## src/rtl/branch_pattern_table.sv

```systemverilog
`default_nettype none
// ============================================================================
// Module  : branch_pattern_table
// Purpose : Second-level table of 2-bit saturating counters for the local
//           two-level branch predictor. It also holds a saturating mispredict count.
// Rev     : 1.0  initial release
// ============================================================================
module branch_pattern_table #(
    parameter int         INDEX_WIDTH  = 5,
    parameter logic [1:0] COUNTER_INIT = 2'b01,
    parameter int         MISS_WIDTH   = 16
) (
    input  logic                   clk,
    input  logic                   reset,
    input  logic [INDEX_WIDTH-1:0] pred_index,
    output logic                   pred_taken,
    output logic [1:0]             pred_counter,
    output logic                   ready,
    input  logic                   res_valid,
    input  logic [INDEX_WIDTH-1:0] res_index,
    input  logic                   res_taken,
    input  logic                   res_predicted,
    output logic [MISS_WIDTH-1:0]  mispredicts
);

    localparam int                     DEPTH      = 1 << INDEX_WIDTH;
    localparam logic [INDEX_WIDTH-1:0] LAST_INDEX = INDEX_WIDTH'(DEPTH - 1);

    typedef enum logic [0:0] {
        ST_INIT = 1'b0,
        ST_RUN  = 1'b1
    } state_t;

    state_t                 state;
    state_t                 state_next;
    logic [INDEX_WIDTH-1:0] init_ptr;
    logic [1:0]             counters [DEPTH];

    logic                   pending_valid;
    logic [INDEX_WIDTH-1:0] pending_index;
    logic [1:0]             pending_value;

    logic                   res_accept;
    logic [1:0]             res_current;
    logic [1:0]             res_next;

    // ------------------------------------------------------------------
    // Control FSM
    // ------------------------------------------------------------------
    always_ff @(posedge clk or posedge reset) begin
        if (reset) begin
            state <= ST_INIT;
        end else begin
            state <= state_next;
        end
    end

    always_comb begin
        state_next = state;
        case (state)
            ST_INIT: if (init_ptr == LAST_INDEX) state_next = ST_RUN;
            ST_RUN:  state_next = ST_RUN;
            default: state_next = ST_INIT;
        endcase
    end

    always_ff @(posedge clk or posedge reset) begin
        if (reset) begin
            init_ptr <= '0;
        end else if (state == ST_INIT) begin
            init_ptr <= init_ptr + 1'b1;
        end
    end

    assign ready = (state == ST_RUN);

    // ------------------------------------------------------------------
    // Resolve pipeline: read-modify in stage 1, array write in stage 2.
    // The bypass keeps back-to-back resolves to one index from losing an update.
    // ------------------------------------------------------------------
    assign res_accept  = ready && res_valid;
    assign res_current = (pending_valid && (pending_index == res_index))
                         ? pending_value : counters[res_index];

    always_comb begin
        res_next = res_current;
        if (res_taken) begin
            if (res_current != 2'b11) res_next = res_current + 2'd1;
        end else begin
            if (res_current != 2'b00) res_next = res_current - 2'd1;
        end
    end

    always_ff @(posedge clk or posedge reset) begin
        if (reset) begin
            pending_valid <= 1'b0;
            pending_index <= '0;
            pending_value <= 2'b00;
        end else begin
            pending_valid <= res_accept;
            if (res_accept) begin
                pending_index <= res_index;
                pending_value <= res_next;
            end
        end
    end

    // The array is not reset; the init sweep defines its contents.
    always_ff @(posedge clk) begin
        if (state == ST_INIT) begin
            counters[init_ptr] <= COUNTER_INIT;
        end else if (pending_valid) begin
            counters[pending_index] <= pending_value;
        end
    end

    // ------------------------------------------------------------------
    // Mispredict counter, saturating at all-ones
    // ------------------------------------------------------------------
    always_ff @(posedge clk or posedge reset) begin
        if (reset) begin
            mispredicts <= '0;
        end else if (res_accept && (res_taken != res_predicted) && (mispredicts != '1)) begin
            mispredicts <= mispredicts + 1'b1;
        end
    end

    // ------------------------------------------------------------------
    // Lookup
    // ------------------------------------------------------------------
    always_comb begin
        pred_counter = COUNTER_INIT;
        if (state == ST_RUN) begin
            if (pending_valid && (pending_index == pred_index)) begin
                pred_counter = pending_value;
            end else begin
                pred_counter = counters[pred_index];
            end
        end
    end

    assign pred_taken = pred_counter[1];

endmodule
`default_nettype wire

```

## config.mk

```make
export PLATFORM = sky130hd
export DESIGN_NAME = branch_pattern_table
export DESIGN_NICKNAME = d
export VERILOG_FILES = /design/src/rtl/branch_pattern_table.sv
export SDC_FILE = /design/constraint.sdc
export NUM_CORES = 1
export LEC_CHECK = 0
export CORE_AREA = 2 2 102 104
export CTS_CLUSTER_DIAMETER = 80
export DETAILED_ROUTE_END_ITERATION = 16
export DIE_AREA = 0 0 104 106
export PLACE_DENSITY = 0.69
export SYNTH_ARGS = -nofsm -noshare
export SYNTH_HDL_FRONTEND = slang
export SYNTH_SLANG_ARGS = --single-unit
```

## constraint.sdc

```tcl
create_clock -name clk -period 2.4 [get_ports clk]
set_input_delay 0.24 -clock clk [delete_from_list [all_inputs] [get_ports clk]]
set_output_delay 0.24 -clock clk [all_outputs]
set_load 0.02 [all_outputs]
```

==> run summary <==
The final number of max-transition violations is 0. The overall routed net length is 11400 µm. The number of port buffers came out at 34. From bottom edge to top edge, the die measures 106 µm.

The via count of the first global-routing pass came to 3366. Among all flip-flop cells after synthesis, the most frequent one is edfxtp_1. The type of destination of the critical path is an output pin.

The buffer depth of the longest clock path is 2. For this run, the top clock speed supported by timing is 0.386 GHz. The placed instances occupy a cell area of 0.00555 mm². The total standard cell area after synthesis is 0.00484 mm². The relative slew slack came out at 0.175. The mean post-synth cell area came out at 13.7 µm². The fraction of layout cells with a size suffix above 1 is 0.230. For this configuration, the core starts out at a cell density of 0.484. The completed layout was analyzed and its total power is 0.00351 W. The share of the core filled with cells came out at 0.577.

The number of hold buffers added after CTS came out at 0. The first global-routing pass estimated 18500 µm of wire. The first-pass iteration count of the detailed router came out at 5. Clock-pin slew was measured on the worst setup and hold paths at 0.09 ns. Summing all non-filler instances in the final layout gives an area of 0.00577 mm². The sequential cell area fraction in the yosys report came out at 0.552.

The required time at the worst-slack endpoint came out at 2.16 ns. The final setup violation count came out at 3. The number of nets still failing antenna checks after routing came out at 0.

The simple-gate area share of the yosys netlist is 0.117. The static leakage power is 2.11 nW. After layout, the minimum clock period comes to 2.59 ns. In this design, the critical path's most frequently occurring cell is mux4_2. The power per standard cell area came out at 608 mW/mm². The share of synthesized area in the top cell type comes to 0.397. STA classifies the critical path startpoint as a flop. The share of total power in combinational logic came out at 0.172. The dominant combinational cell family by area after synthesis is multiplexers.

The multi-input gate area in the final layout is 0.00204 mm². The number of H-tree branching levels is 3. Data arrives at the worst endpoint at 2.35 ns. The number of ports placed on the die boundary came out at 35. The stage delay of the slowest cell on the critical path came out at 0.49 ns. The commonest cells after synthesis are edfxtp_1 (64), nor2_1 (42), dfrtp_1 (30).

Of the total power, registers draw 0.538. The share of total power dissipated in the clock network is 0.290. The total number of yosys warnings came out at 0.

Setup repair after global routing could not meet its margin everywhere. The internal power of the cells totals 0.00258 W. The sequential standard cell area is 0.00267 mm². The ratio of routed vias to standard cells is 5.80. The clock latency on the worst-skew pair is 0.37 ns. edfxtp_1 takes more of the synthesized area than any other cell.

The initial detailed-routing violation count is 227. The class of the most critical setup path is flop to output pin. The switching power came out at 0.000926 W. The share of the cycle needed by the critical path after routing came out at 1.08. For this run, the post-layout net count is 435.

The share of the synthesized area in compound gates (AO/OA/AOI/OAI) is 0.0408. The master of the slowest instance on the critical path is mux4_2. The total nets after synthesis came out at 372.

VDD sags by at most 0.327 mV. Yosys instantiated no cell more often than edfxtp_1. At the pin with the least slew margin, the transition time is 1.24 ns. Hold timing on the final database bottoms out at a slack of 0.243 ns. The checks that failed: setup timing. The antenna diode instance count is 0. The buffer type at the clock tree root is clkbuf_8. The kind of cell adding the most delay to the critical path is multiplexers.

The number of distinct library cell variants in the gate-level netlist after synthesis came out at 47. The fraction of the mapped netlist area in adder cells came out at 0.00982. In the final routed layout, each cell accounts on average for 20.5 µm. The portion of synthesized area spent on multiplexers is 0.200.

The post-synthesis share of cell area spent on xor and xnor gates is 0.0525. The number of antenna violations at the first check in global routing is 0. The filler cell count in the final layout is 817. The chip width is 104 µm. The number of core rows is 37. The largest net degree at the start of global routing is 33. The synthesized flop and latch total is 94.

The number of buffers created by CTS is 9. The tightest min-delay check is of the input pin to async pin type. The floorplan core area is 0.0100 mm². The post-route worst setup slack is -0.189 ns. The post-route DRC violation count came out at 0. The HPWL after detailed placement came out at 8120 µm. The global-route usage over all layers is 0.224.

The number of buffers and inverters on the critical path is 1. The routability congestion estimate from global placement is 0.946. The share of synthesized flip-flops with an asynchronous set or reset is 0.319. The final-layout setup total negative slack came out at -0.474 ns.

The switching share of power is 0.264. The instance count of the mapped netlist is 354. The critical path goes through mux4_2 > mux4_2 > mux2i_1 > nor2_1 > a21oi_1 > nor2b_1 > buf_2. The detailed-route via count came out at 3235. The number of hold violations in the final report is 0. The setup skew after layout is 0.0125 ns.

The critical-path maximum fanout came out at 2. The max capacitance violation total came out at 0. The die area is 0.0110 mm². Ranked by total cell area, the synthesized netlist is headed by edfxtp_1 (40%), dfrtp_1 (16%), mux4_2 (13%), mux2i_1 (3.3%), nor2_1 (3.3%).

The count of flip-flops with a built-in enable after synthesis is 64. The number of sinks on the clock net is 94. The run finished, with violations left. The total grt overflow is 0. The area growth from synthesis to layout is 19.1%. TritonCTS built the clock tree.
routing by layer:
layer,track usage,part of all wire,vias to the layer above
met2,0.352,0.48,151
met1,0.292,0.41,1596
met5,0,0,-
met4,0.118,0.035,0
met3,0.0503,0.070,25
li1,-,-,1463
worst min-delay path, delay by kind of cell:
kind | cells | cell delay (ns)
buf+inv | 3 | 0.79
cell usage in the layout, fill, tap and decap left out, types with 5 or more instances in the layout:
cell type,n
buf_4,32
mux4_2,29
nor2_1,42
xor2_1,12
clkbuf_8,9
edfxtp_1,64
nand2_1,26
nor2b_1,7
dfrtp_1,30
mux2_2,9
xnor2_1,17
clkdlybuf4s50_1,30
a21oi_1,5
mux2i_1,16
inv_1,6
nand3_1,10
area by class of cell:
| class | instances | share of cell area |
|---|---|---|
| flip-flops and latches | 94 | 0.463 |
| multi-input cells | 235 | 0.354 |
| repair buffers | 71 | 0.118 |
| well taps | 136 | 0.0295 |
| clock buffers | 11 | 0.0228 |
| clock inverters | 5 | 0.00890 |
| inverters | 6 | 0.00391 |
state kept, by name (all words and copies together), names as in the netlist:
register,count
counters,64
mispredicts,16
init_ptr,5
pending_index,5
pending_value,2
pending_valid,1
ready,1
metrics by stage:
step | worst slack, ns | cells
after floorplan | 0.0437 | 354
after global placement | -0.770 | 539
after detailed placement | -0.764 | 539
final | -0.189 | 558
after global routing | -0.353 | 558
after CTS | -0.204 | 558
power by group through the flow:
| stage | combinational [W] | sequential (W) | clock, W |
|---|---|---|---|
| after floorplan | 0.000319 | 0.00194 | 0 |
| after global placement | 0.000581 | 0.00192 | 0 |
| after detailed placement | 0.000597 | 0.00192 | 0 |
| after CTS | 0.000604 | 0.00189 | 0.00103 |
| after global routing | 0.000649 | 0.00190 | 0.00110 |
| final | 0.000602 | 0.00189 | 0.00102 |
repair_timing:
item | CTS | global route
cloned | 1 | 0
setup endpoints to repair | 3 | 3
buffers inserted | 2 | 0
gates resized for setup | 18 | 0
pin swaps | 1 | 1
final timing paths:
kind                       slack [ns]  depth (start not counted)                  startpoint                          to
max                             -0.19                          7   counters[31][1]$_DFFE_PP_             pred_counter[1]
min                              0.24                          3                       reset  mispredicts[6]$_DFFE_PP0P_
max reg2reg                      0.14                          4             ready$_DFF_PP0_    counters[1][1]$_DFFE_PP_
min reg2reg                      0.49                          1  mispredicts[7]$_DFFE_PP0P_  mispredicts[7]$_DFFE_PP0P_
max in group asynchronous        1.86                          3                       reset  mispredicts[2]$_DFFE_PP0P_
min in group clk                 0.49                          1  mispredicts[7]$_DFFE_PP0P_  mispredicts[7]$_DFFE_PP0P_
kinds of logic (layout without fill, tap and decap cells):
family,Yosys count,in the layout
AOI/OAI and AO/OA,29,29
xor gates and xnor gates,29,29
adders and majority gates,4,4
buffers and inverters,25,93
DFF,94,94
muxes,56,56
and+or+nand+nor,117,117
Power figures use the tool's default switching activity.
